File: src/rtl/slow_clk_rx.sv
// slow_clk_rx: brings a slow clock/strobe into clk as rise/fall enables, measures its period, flags stalls.
// Optional period capture with valid/ack handshake is built when SLOW_CLK_PERIOD_MEAS_EN is defined.
module slow_clk_rx #(
    parameter int SYNC_STAGES    = 2,
    parameter int CNT_W          = 32,
    parameter int TIMEOUT_CYCLES = 536870912
) (
    input  logic             clk,
    input  logic             rst,
    input  logic             slow_clk,
    output logic             step,
    output logic             fall,
    output logic             level,
    output logic [CNT_W-1:0] period,
    output logic             period_valid,
    input  logic             period_ack,
    output logic             overrun,
    output logic             stalled
);

    typedef enum logic [1:0] {S_IDLE, S_MEAS, S_STALL} state_t;

    localparam logic [CNT_W-1:0] TO_M1 = CNT_W'(TIMEOUT_CYCLES - 1);

    logic [SYNC_STAGES-1:0] sync;
    logic                   prev;
    logic                   rise;
    logic                   fall_d;
    state_t                 state;
    logic [CNT_W-1:0]       cnt;
    logic [CNT_W-1:0]       cnt_inc;

    assign level   = sync[SYNC_STAGES-1];
    assign rise    = level & ~prev;
    assign fall_d  = ~level & prev;
    assign cnt_inc = cnt + CNT_W'(1);

    // synchronizer chain, previous-level copy and registered edge pulses
    always_ff @(posedge clk) begin
        if (rst) begin
            sync <= '0;
            prev <= 1'b0;
            step <= 1'b0;
            fall <= 1'b0;
        end else begin
            sync <= {sync[SYNC_STAGES-2:0], slow_clk};
            prev <= level;
            step <= rise;
            fall <= fall_d;
        end
    end

    // rise-to-rise counter and stall detection; a rise always beats the timeout
    always_ff @(posedge clk) begin
        if (rst) begin
            state   <= S_IDLE;
            cnt     <= '0;
            stalled <= 1'b0;
        end else begin
            case (state)
                S_IDLE: begin
                    if (rise) begin
                        state <= S_MEAS;
                        cnt   <= '0;
                    end
                end
                S_MEAS: begin
                    if (rise) begin
                        cnt <= '0;
                    end else if (cnt_inc == TO_M1) begin
                        state   <= S_STALL;
                        stalled <= 1'b1;
                        cnt     <= cnt_inc;
                    end else begin
                        cnt <= cnt_inc;
                    end
                end
                S_STALL: begin
                    if (rise) begin
                        state   <= S_MEAS;
                        stalled <= 1'b0;
                        cnt     <= '0;
                    end
                end
                default: begin
                    state <= S_IDLE;
                    cnt   <= '0;
                end
            endcase
        end
    end

`ifdef SLOW_CLK_PERIOD_MEAS_EN
    logic capture;

    assign capture = (state == S_MEAS) && rise;

    // period capture with valid/ack handshake; unacknowledged overwrite sets sticky overrun
    always_ff @(posedge clk) begin
        if (rst) begin
            period       <= '0;
            period_valid <= 1'b0;
            overrun      <= 1'b0;
        end else if (capture) begin
            period       <= cnt_inc;
            period_valid <= 1'b1;
            if (period_valid && !period_ack) overrun <= 1'b1;
        end else if (period_ack) begin
            period_valid <= 1'b0;
        end
    end
`else
    logic unused_ack;

    assign unused_ack   = period_ack;
    assign period       = '0;
    assign period_valid = 1'b0;
    assign overrun      = 1'b0;
`endif

endmodule

File: config.mk
export PLATFORM = sky130hd
export DESIGN_NAME = slow_clk_rx
export DESIGN_NICKNAME = d
export VERILOG_FILES = /design/src/rtl/slow_clk_rx.sv
export SDC_FILE = /design/constraint.sdc
export NUM_CORES = 1
export LEC_CHECK = 0
export CORE_ASPECT_RATIO = 0.5
export CORE_MARGIN = 1
export CORE_UTILIZATION = 48
export DETAILED_ROUTE_END_ITERATION = 16
export PLACE_DENSITY = 0.78
export SLEW_MARGIN = 20
export SYNTH_ARGS = -nofsm -noshare
export SYNTH_HDL_FRONTEND = slang
export SYNTH_SLANG_ARGS = --single-unit
File: constraint.sdc
create_clock -name clk -period 2.78 [get_ports clk]
set_input_delay 0.417 -clock clk [delete_from_list [all_inputs] [get_ports clk]]
set_output_delay 0.417 -clock clk [all_outputs]
set_load 0.01 [all_outputs]
After elaboration in Yosys (flattened, before gate mapping)
Cells that the tools add are included.

Flip-flop bits (word level): 40. Input bits: 4. Output and inout bits: 38. Logic and storage cells: 35.

Add/sub/neg operators: 1. Eq/ne operators: 7. Mux-type cells: 11. Bitwise logic cells: 4. Reductions and logical operators: 5.

Operators by type and width (count): two-way mux 32 bit (2); one-hot mux 32 bit (2 select lines) (1); adder 32 x 1 -> 32 bit (second input constant) (1); == test 32 x 29 -> 1 bit (second input constant) (1); two-way mux 2 bit (3); inequality test 2 bit (second input constant) (3); one-hot mux 2 bit (2 select lines) (1); AND reduction 4 bit (1); two-way mux 1 bit (3); AND reduction 3 bit (1); AND 1 bit (2); == test 2 x 1 -> 1 bit (second input constant) (1); == test 2 bit (second input constant) (1); logical NOT 2 bit (1); inequality test 2 x 1 -> 1 bit (second input constant) (1); NOT 1 bit (2); one-hot mux 1 bit (2 select lines) (1); nonzero test 2 bit (1); OR reduction 2 bit (1).

Longest topological paths before layout
Gate-level depths: netlist of the first run.

Depth after elaboration: 5. Mapped depth: 9. Depth with buffers taken out: 8.

Worst setup path before layout of the first run
OpenSTA, ideal clock, no wires.

Path kind: reg-to-reg. Start: register cnt[0]. End: register state[0]. Setup time: 116 ps. Arrival: 2243 ps. Data required time: 2664 ps. Path slack: 421 ps. Stages on the path, launching flop included: 10. Path buffers: 1. Clock period less this slack: 2359 ps. Cells stage by stage: dfxtp_1 -> ha_1 -> nand3_1 -> or4_1 -> clkbuf_1 -> nor4_1 -> a31oi_1 -> o22ai_2 -> nand4_2 -> a41o_1.

Cells in the longest elaborated chain, start to end: 4.

Ends and longest elaborated chain: start: declaration (line 30) `logic [CNT_W-1:0] cnt;`; start signal: assignment (line 73) `cnt <= cnt_inc;`; start signal: assignment (line 75) `cnt <= cnt_inc;`; adder 32 x 1 -> 32 bit (line 36) `assign cnt_inc = cnt + CNT_W'(1);`; == test 32 x 29 -> 1 bit (line 70) `end else if (cnt_inc == TO_M1) begin`; inequality test 2 bit (no source line); AND reduction 3 bit (no source line); end signal: assignment (line 71) `state <= S_STALL;`; end signal: assignment (line 80) `state <= S_MEAS;`; end signal: assignment (line 86) `state <= S_IDLE;`; end: declaration (line 29) `state_t state;`.

Every way passes these cells. A chain may end at the register's enable or synchronous reset.

Worst setup path after layout of the first run
Start: register cnt[2]. End: register state[0].

The elaborated chain is that of the path after synthesis.

==> summary.log, run 1 <==
[outcome] result of the run finished clean
[global_route] final global-route overflow total 0
[sta] Peak Freq 376 MHz
[logic_synthesis] number of synthesized flops with an enable pin 0
[global_route] largest net degree at the start of global routing 22
[logic_synthesis] cell area after technology mapping 0.00250 sq mm
[global_route] first-pass GRT wire length 9.35 mm
[sta] final worst clock skew 0.00645 ns
[logic_synthesis] post-synth top area share 0.320
[layout] filler instances 465
[global_route] overall track demand over capacity in global routing 0.212
[logic_synthesis] mean instance size in the synthesized netlist 7.48 sq um
[worst_setup_path] CP max stage delay 0.71 ns
[worst_setup_path] required time of the critical path 2.98 ns
[worst_setup_path] critical path capture point type flop
[sta] TNS Setup 0 ns
[sta] max_slew headroom 0.498
[floorplan] Placement Rows 18
[power] sequential power share 0.481
[sta] worst-margin pin slew 0.753 ns
[power] Sw Ratio 0.241
[logic_synthesis] proportion of synthesized chip area in sequential cells 0.320
[global_route] via count of the first global-routing pass 2,119
[sta] Setup Viol. Count Final 0
[worst_hold_path] Min-Delay Path Class flop to flop
[sta] Hold Vio Cnt, Final 0
[logic_synthesis] cell count after synthesis 334
[layout] share of cells above drive strength 1 0.0866
[floorplan] number of primary I/O pins 42
[detailed_routing] via total after detailed routing 2,344
[flow_run] total of max-cap violations 0
[floorplan] area of the core region 0.00498 sq mm
[global_route] initial antenna violation count 0
[floorplan] overall die width 104 um
[clocking] post-CTS setup-driven buffer insertion count 0
[sta] Final min period 2.66 ns
[logic_synthesis] register bit count reported by yosys 40
[layout] number of nets at the end of the flow 340
[detailed_routing] number of vias per cell 5.79
[clocking] CTS H-tree depth 2
[detailed_routing] Iteration-0 DRC Markers 121
[power] pwr dens 457 mW/mm^2
[worst_setup_path] Top Family by Delay on Critical Path simple AND/OR/NAND/NOR gates
[detailed_routing] number of routed nets with antenna violations 0
[worst_setup_path] Max FO, Critical Path 9
[detailed_routing] Routed Wire Length 5.59 mm
[power] cell-internal power 0.917 mW
[layout] final antenna diode count 0
[worst_setup_path] crit path DAT 2.86 ns
[detailed_routing] Routed WL per cell 13.8 um
[layout] area added between synthesis and finish 5.86%
[logic_synthesis] cell types with the largest area share after synthesis dfxtp_1 (32%), buf_4 (10%), nor2_1 (5.6%)
[logic_synthesis] main flop type after synthesis dfxtp_1
[power] Clk pwr share 0.440
[clocking] worst skew pair latency 0.31 ns
[layout] final cell area excluding filler cells 0.00265 sq mm
[clocking] CTS clock-pin slew for the worst setup and hold paths 0.08 ns
[logic_synthesis] number of library cell types mapped by synthesis 50
[placement] Port Buf Inserts 6
[sta] period utilisation layout 0.956
[placement] final weighted congestion in routability-driven placement 0.895
[placement] HPWL after detailed placement 3.82 mm
[worst_setup_path] Crit Path Class flop to flop
[clocking] root buf cell clkbuf_8
[worst_setup_path] buffers plus inverters on the worst setup path 0
[worst_setup_path] kind of start point of the critical path flop
[clocking] TritonCTS Buffers 5
[clocking] CTS tree yes
[logic_synthesis] cell taking the most area after synthesis dfxtp_1
[floorplan] y dimension of the die 53.0 um
[floorplan] floorplan die area 0.00552 sq mm
[worst_setup_path] cell type of the slowest stage on the worst timing path or4_1
[worst_setup_path] sequence of cells on the critical path nand4_1 > or4_1 > xor2_1 > nor4b_1 > nand4_2 > a41o_1
[placement] placed inst area 0.00250 sq mm
[detailed_routing] first-pass iteration count of the detailed router 7
[logic_synthesis] FFs w/ async S/R, synth 0
[logic_synthesis] YS warnings 0
[power] leakage 0.917 nW
[sta] unrepaired setup endpoints after global routing no
[layout] post-layout util 0.532
[clocking] clk buf depth 2
[power] Max IR drop VDD 210 uV
[sta] Final Max Tran Viols 0
[detailed_routing] Residual DRC 0
[power] Gate power share 0.078
[power] P_sw 0.291 mW
[clocking] number of sinks driven by the clock tree 40
[floorplan] starting utilization of the core area 0.502
==> sequential cells by signal, indices dropped and copies added, names as in the netlist <==
| register | flops |
|---|---|
| cnt | 32 |
| fall | 1 |
| prev | 1 |
| stalled | 1 |
| state | 2 |
| step | 1 |
| sync | 2 |
==> power by group through the flow <==
| stage | registers (mW) | logic (mW) | clock network, mW |
|---|---|---|---|
| after CTS | 0.581 | 0.0941 | 0.534 |
| after global placement | 0.594 | 0.0905 | 0 |
| after global routing | 0.582 | 0.106 | 0.561 |
| final | 0.581 | 0.0948 | 0.532 |
| after detailed placement | 0.595 | 0.0938 | 0 |
| after floorplan | 0.593 | 0.109 | 0 |
==> synthesized netlist by cell type (8+ instances only) <==
library cell	n
dfxtp_1	40
nor2_1	37
buf_4	34
a21oi_1	26
nand2_1	26
o21ai_0	20
clkbuf_1	16
a31oi_1	11
nand4_1	10
a311oi_1	8
nand3_1	8
nor4_1	8
==> through the flow <==
stage          setup slack (ns)  total power [mW]  hold slack [ns]  cells
2_1_floorplan             0.421             0.702            0.397    367
3_3_place_gp              0.190             0.685            0.409    397
3_5_place_dp              0.100             0.688            0.414    397
4_1_cts                  0.0893              1.21            0.430    405
5_1_grt                  0.0228              1.25            0.468    405
6_report                  0.122              1.21            0.431    405
==> routing by layer <==
| metal | global-route usage | share of wire | vias to the layer above |
|---|---|---|---|
| met5 | 0 | 0 | - |
| met4 | 0.100 | 0.018 | 0 |
| met3 | 0.0308 | 0.079 | 12 |
| met2 | 0.386 | 0.47 | 120 |
| met1 | 0.256 | 0.43 | 1064 |
| li1 | - | - | 1148 |
==> repair_timing <==
item / CTS / global route
hold buffers: 0 / 0
gates resized for setup: 0 / 4
endpoints found under the setup margin: 0 / 3
==> placed cells by master (no fill, tap or decap), types with 7 or more instances in the layout <==
cell / n
nand2_1: 26
and3_1: 7
dfxtp_1: 39
a311oi_1: 8
clkbuf_8: 7
o21ai_0: 20
inv_1: 7
a21oi_1: 26
nor4_1: 8
buf_4: 10
conb_1: 34
nand3_1: 7
nand4_1: 10
a31oi_1: 11
nor2_1: 37
==> layout make-up <==
| cell class | instances | area [sq um] | area share |
|---|---|---|---|
| Clock inverter | 1 | 30.0 | 0.0113 |
| Multi-Input combinational cell | 264 | 1470 | 0.555 |
| Sequential cell | 40 | 802 | 0.303 |
| Clock buffer | 7 | 96.3 | 0.0364 |
| Inverter | 7 | 26.3 | 0.00993 |
| Tap cell | 70 | 87.6 | 0.0331 |
| Timing Repair Buffer | 16 | 135 | 0.0511 |
==> worst register-to-register path, delay by kind of cell, from the launching register on <==
kind,cells,cell delay [ns]
AOI/OAI and AO/OA,1,0.27
xor gates and xnor gates,1,0.20
DFF,1,0.48
and+or+nand+nor,4,1.60
==> worst paths after layout <==
check                           startpoint        to  slack, ns  depth (start not counted)
worst max-delay path                cnt[2]  state[0]       0.12                          6
worst min-delay path                  prev      step       0.43                          1
worst max register to register      cnt[2]  state[0]       0.12                          6
worst min register to register        prev      step       0.43                          1
==> logic make-up after synthesis <==
family	after synthesis	synth area share
AOI/OAI and AO/OA	90	0.221
xor gates and xnor gates	6	0.0210
adders and majority gates	2	0.0100
buffers and inverters	63	0.148
DFF	40	0.320
other	1	0.00150
and+or+nand+nor	132	0.278
(Power assumes the default switching activity.)
==> run 2, diff against run 1 <==
Settings changed: CORE_UTILIZATION 48 to 35, PLACE_DENSITY 0.78 to 0.62.
==> summary.log, run 2 (same netlist as run 1, synthesis figures left out) <==
[floorplan] y dimension of the die 61.8 um [+16%]
[global_route] initial antenna violation count 0 [unchanged]
[detailed_routing] Iteration-0 DRC Markers 212 [+75%]
[flow_run] total of max-cap violations 0 [unchanged]
[placement] final weighted congestion in routability-driven placement 0.802 [-10%]
[layout] filler instances 706 [+52%]
[worst_setup_path] crit path DAT 2.77 ns [-0.09 ns]
[sta] max_slew headroom 0.457 [-0.0417]
[clocking] Resize count post-CTS 0 [unchanged]
[layout] commonest cells after routing, fill and taps aside dfxtp_1 (40), nor2_1 (37), conb_1 (34)
[worst_setup_path] kind of start point of the critical path flop
[sta] unrepaired setup endpoints after global routing no
[sta] period utilisation layout 0.936 [-0.0202]
[detailed_routing] via total after detailed routing 2,338 [-0.26%]
[layout] area added between synthesis and finish 8.06%
[layout] leading cell type in the layout, fill and taps excluded dfxtp_1
[clocking] root buf cell clkbuf_16
[floorplan] overall die width 122 um [+17%]
[sta] Setup Viol. Count Final 0 [unchanged]
[layout] post-layout util 0.397 [-0.135]
[worst_setup_path] Crit Path Class flop to flop
[global_route] overall track demand over capacity in global routing 0.155 [-0.0569]
[floorplan] area of the core region 0.00681 sq mm [+37%]
[sta] Peak Freq 384 MHz [+2.2%]
[sta] final worst clock skew 0.00636 ns [-0.0000934 ns]
[sta] Final min period 2.60 ns [-0.0561 ns]
[power] Max IR drop VDD 258 uV [+23%]
[layout] final antenna diode count 0 [unchanged]
[clocking] CTS clock-pin slew for the worst setup and hold paths 0.06 ns [-0.02 ns]
[worst_setup_path] Max FO, Critical Path 8 [-1]
[detailed_routing] number of routed nets with antenna violations 0 [unchanged]
[global_route] largest net degree at the start of global routing 28 [+27%]
[floorplan] Placement Rows 21 [+3]
[placement] HPWL after detailed placement 3.97 mm [+3.9%]
[floorplan] floorplan die area 0.00751 sq mm [+36%]
[worst_setup_path] required time of the critical path 2.95 ns [-0.03 ns]
[layout] Top reg by flops cnt
[outcome] result of the run finished clean
[worst_setup_path] end point of the critical path state[0]
[worst_hold_path] Min-Delay Path Class flop to flop
[clocking] CTS tree yes
[global_route] via count of the first global-routing pass 1,957 [-7.6%]
[layout] share of cells above drive strength 1 0.0866 [unchanged]
[worst_setup_path] Register-to-Register Setup Slack 0.18 ns [+0.06 ns]
[clocking] TritonCTS Buffers 5 [unchanged]
[sta] TNS Setup 0 ns [unchanged]
[power] leakage 0.931 nW [+1.5%]
[detailed_routing] Residual DRC 0 [unchanged]
[clocking] clk buf depth 2 [unchanged]
[power] pwr dens 469 mW/mm^2 [+2.6%]
[floorplan] starting utilization of the core area 0.367 [-0.135]
[worst_setup_path] R2R depth 8 [+2]
[worst_setup_path] critical path capture point type flop
[global_route] first-pass GRT wire length 9.21 mm [-1.5%]
[detailed_routing] number of vias per cell 5.48 [-5.4%]
[worst_setup_path] critical register-to-register path endpoint state[0]
[worst_setup_path] Critical path origin cnt[0]
[sta] worst-margin pin slew 0.815 ns [+0.0625 ns]
[sta] final-layout worst hold slack 0.433 ns [+0.00205 ns]
[clocking] CTS H-tree depth 2 [unchanged]
[detailed_routing] Routed WL per cell 13.5 um [-2.4%]
[clocking] worst skew pair latency 0.28 ns [-0.03 ns]
[detailed_routing] Routed Wire Length 5.75 mm [+2.9%]
[clocking] Hold Buf Count CTS 0 [unchanged]
[worst_hold_path] beginning of the worst hold path prev
[layout] number of nets at the end of the flow 340 [unchanged]
[floorplan] number of primary I/O pins 42 [unchanged]
[layout] flip-flop count of the largest register, all copies and words added 32 [unchanged]
[clocking] post-CTS setup-driven buffer insertion count 0 [unchanged]
[worst_setup_path] RR Startpoint cnt[0]
[sta] Final Max Tran Viols 0 [unchanged]
[placement] Port Buf Inserts 6 [unchanged]
[sta] Hold Vio Cnt, Final 0 [unchanged]
[detailed_routing] first-pass iteration count of the detailed router 4 [-3]
[layout] Regs by FF count cnt: 32 flops, state: 2 flops, sync: 2 flops
[global_route] final global-route overflow total 0 [unchanged]
[clocking] number of sinks driven by the clock tree 40 [unchanged]
[run 2: worst min path at each step]
stage               to  cells after the start
5_1_grt        sync[1]                      1
3_5_place_dp      step                      1
4_1_cts           step                      1
2_1_floorplan     step                      1
6_report          step                      1
3_3_place_gp      step                      1
[run 2: area by class of cell]
| class | instances | area, sq um | share of cell area |
|---|---|---|---|
| Clock buffer | 6 | 139 | 0.0514 |
| Clock inverter | 2 | 10.0 | 0.00371 |
| Inverter | 7 | 26.3 | 0.00973 |
| Multi-Input combinational cell | 264 | 1480 | 0.546 |
| Sequential cell | 40 | 801 | 0.296 |
| Tap cell | 92 | 115 | 0.0426 |
| Timing Repair Buffer | 16 | 135 | 0.0500 |
[run 2: routing by layer]
metal | global-route usage | share of wire
met4 | 0.0370 | 0.0050
met3 | 0.0274 | 0.056
met2 | 0.279 | 0.46
met5 | 0 | 0
met1 | 0.199 | 0.48
[run 2: stage by stage]
stage / power, mW / setup slack, ns / instance area (sq um) / cells
2_1_floorplan: 0.702 / 0.421 / 2620 / 367
3_3_place_gp: 0.686 / 0.162 / 2530 / 419
3_5_place_dp: 0.690 / 0.0820 / 2530 / 419
4_1_cts: 1.27 / 0.0581 / 2680 / 427
5_1_grt: 1.31 / 0.00702 / 2700 / 427
6_report: 1.27 / 0.178 / 2700 / 427
[run 2: critical path: stages (launching register included)]
cell and delay [ns]:
dfxtp_1 0.46, ha_1 0.27, nand3_2 0.19, or4_4 0.61, nor4_1 0.27, a31oi_1 0.08, o22ai_2 0.17, nand4_2 0.14
a41o_1 0.28
[run 2: power by group]
group	switching (mW)	internal (mW)	leakage, nW
Sequential	0.00467	0.577	0.323
Combinational	0.0726	0.0239	0.531
Clock	0.233	0.354	0.0766
Total	0.311	0.955	0.931
==> run 3, diff against run 2 <==
Settings changed: CORE_MARGIN 1 to 2.
==> summary.log, run 3 (same netlist as run 1, synthesis figures left out) <==
[global_route] initial antenna violation count 0 [unchanged]
[floorplan] area of the core region 0.00681 sq mm [unchanged]
[worst_hold_path] Min-Delay Path Class flop to flop
[placement] Port Buf Inserts 6 [unchanged]
[power] Max IR drop VDD 172 uV [-33%]
[sta] unrepaired setup endpoints after global routing no
[worst_setup_path] kind of start point of the critical path flop
[floorplan] floorplan die area 0.00788 sq mm [+4.9%]
[power] pwr dens 489 mW/mm^2 [+4.4%]
[floorplan] overall die width 124 um [+1.6%]
[floorplan] number of primary I/O pins 42 [unchanged]
[sta] Final min period 2.63 ns [+0.0290 ns]
[sta] Hold Vio Cnt, Final 0 [unchanged]
[worst_setup_path] Critical path origin cnt[0]
[layout] flip-flop count of the largest register, all copies and words added 32 [unchanged]
[power] Clk pwr share 0.488 [+0.024]
[placement] HPWL after detailed placement 4.04 mm [+1.7%]
[clocking] CTS clock-pin slew for the worst setup and hold paths 0.06 ns [about the same]
[sta] period utilisation layout 0.946 [+0.0104]
[floorplan] y dimension of the die 63.8 um [+3.2%]
[layout] number of nets at the end of the flow 341 [+0.29%]
[detailed_routing] via total after detailed routing 2,366 [+1.2%]
[worst_hold_path] beginning of the worst hold path prev
[layout] post-layout util 0.399 [+0.00165]
[worst_setup_path] critical register-to-register path endpoint state[0]
[power] Sw Ratio 0.229 [-0.0167]
[worst_hold_path] hold path endpoint step
[clocking] clk buf depth 2 [unchanged]
[global_route] first-pass GRT wire length 9.76 mm [+6.0%]
[outcome] result of the run finished clean
[worst_setup_path] Register-to-Register Setup Slack 0.15 ns [-0.03 ns]
[sta] worst-margin pin slew 0.781 ns [-0.0337 ns]
[placement] final weighted congestion in routability-driven placement 0.854 [+6.5%]
[sta] worst-case setup margin in the final layout 0.149 ns [-0.0290 ns]
[power] Gate power share 0.073 [-0.003]
[layout] commonest cells after routing, fill and taps aside dfxtp_1 (40), nor2_1 (37), conb_1 (34)
[global_route] final global-route overflow total 0 [unchanged]
[clocking] Hold Buf Count CTS 0 [unchanged]
[layout] share of cells above drive strength 1 0.0833 [-0.00323]
[clocking] TritonCTS Buffers 5 [unchanged]
[sta] Setup Viol. Count Final 0 [unchanged]
[clocking] CTS H-tree depth 2 [unchanged]
[worst_setup_path] Max FO, Critical Path 8 [unchanged]
[worst_setup_path] Crit Path Class flop to flop
[floorplan] Placement Rows 21 [unchanged]
[global_route] overall track demand over capacity in global routing 0.155 [-0.000394]
[worst_setup_path] required time of the critical path 2.95 ns [about the same]
[detailed_routing] Routed WL per cell 13.8 um [+2.7%]
[worst_setup_path] RR Startpoint cnt[0]
[clocking] worst skew pair latency 0.28 ns [about the same]
[global_route] via count of the first global-routing pass 2,074 [+6.0%]
[sta] max_slew headroom 0.479 [+0.0224]
[power] P_sw 0.303 mW [-2.3%]
[clocking] post-CTS setup-driven buffer insertion count 0 [unchanged]
[worst_setup_path] critical path capture point type flop
[layout] leading cell type in the layout, fill and taps excluded dfxtp_1
[sta] TNS Setup 0 ns [unchanged]
[clocking] root buf cell clkbuf_16
[power] overall power of the completed layout 1.33 mW [+4.8%]
[sta] Final Max Tran Viols 0 [unchanged]
[sta] final worst clock skew 0.00622 ns [-0.000141 ns]
[power] sequential power share 0.438 [-0.022]
[detailed_routing] Residual DRC 0 [unchanged]
[power] leakage 0.922 nW [-0.95%]
[clocking] CTS tree yes
[floorplan] starting utilization of the core area 0.367 [unchanged]
[layout] area added between synthesis and finish 8.51%
[layout] Regs by FF count cnt: 32 flops, state: 2 flops, sync: 2 flops
[worst_setup_path] R2R depth 9 [+1]
[power] cell-internal power 1.02 mW [+7.2%]
[worst_setup_path] crit path DAT 2.80 ns [+0.03 ns]
[clocking] number of sinks driven by the clock tree 40 [unchanged]
[layout] final antenna diode count 0 [unchanged]
[layout] Top reg by flops cnt
[sta] Peak Freq 380 MHz [-1.1%]
[global_route] largest net degree at the start of global routing 25 [-11%]
[flow_run] total of max-cap violations 0 [unchanged]
[detailed_routing] number of routed nets with antenna violations 0 [unchanged]
[placement] setup slack after placement 0.200 ns [+0.118 ns]
[detailed_routing] number of vias per cell 5.53 [+0.96%]
[layout] filler instances 694 [-1.7%]
[detailed_routing] Iteration-0 DRC Markers 221 [+4.2%]
[clocking] Resize count post-CTS 0 [unchanged]
[detailed_routing] first-pass iteration count of the detailed router 5 [+1]
[detailed_routing] Routed Wire Length 5.92 mm [+3.0%]
[worst_hold_path] worst hold path cell count 1 [unchanged]
==> run 3: cell count changes in the layout (fill, tap and decap cells not counted), sizes merged <==
cell and delta:
clkinv -1, buf +1, bufinv +1
==> run 3: final cells by class <==
class / instances / area [sq um] / area share
timing repair buffer: 17 / 143 / 0.0526
sequential: 40 / 801 / 0.295
multi-input combinational: 264 / 1460 / 0.540
tap: 92 / 115 / 0.0424
clock inverter: 2 / 35.0 / 0.0129
clock buffer: 6 / 129 / 0.0475
inverter: 7 / 26.3 / 0.00969
==> run 3: how the worst max path moves through the flow <==
stage / cells after the start / slack [ns] / to
floorplan: 9 / 0.42 / state[0]
global placement: 8 / 0.26 / state[0]
detailed placement: 8 / 0.20 / state[0]
CTS: 8 / 0.16 / state[0]
global route: 8 / 0.03 / state[0]
finish: 9 / 0.15 / state[0]
==> run 3: layer usage <==
layer / GRT usage / part of all wire
met1: 0.201 / 0.47
met2: 0.251 / 0.46
met3: 0.0384 / 0.061
met4: 0.0526 / 0.012
met5: 0 / 0
==> run 3: power groups by stage <==
stage	Clock [mW]	Combinational, mW	Sequential (mW)
after floorplan	0	0.109	0.593
after global placement	0	0.0920	0.594
after detailed placement	0	0.0947	0.595
after CTS	0.657	0.0954	0.582
after global routing	0.680	0.109	0.582
final	0.648	0.0972	0.582
==> run 3: metrics by stage <==
step                hold slack, ns  std cells  instance area, sq um
detailed placement           0.422        420                  2540
CTS                          0.438        428                  2700
finish                       0.438        428                  2710
floorplan                    0.397        367                  2620
global route                 0.465        428                  2710
global placement             0.418        420                  2540
==> run 3: critical path, cell delays in order, from the launching register on <==
cell,delay (ns)
dfxtp_1,0.45
ha_1,0.26
nand3_1,0.19
nor3_2,0.33
buf_4,0.19
nand4_1,0.16
xor2_1,0.19
nor4_1,0.29
nand4_2,0.20
a41o_1,0.27
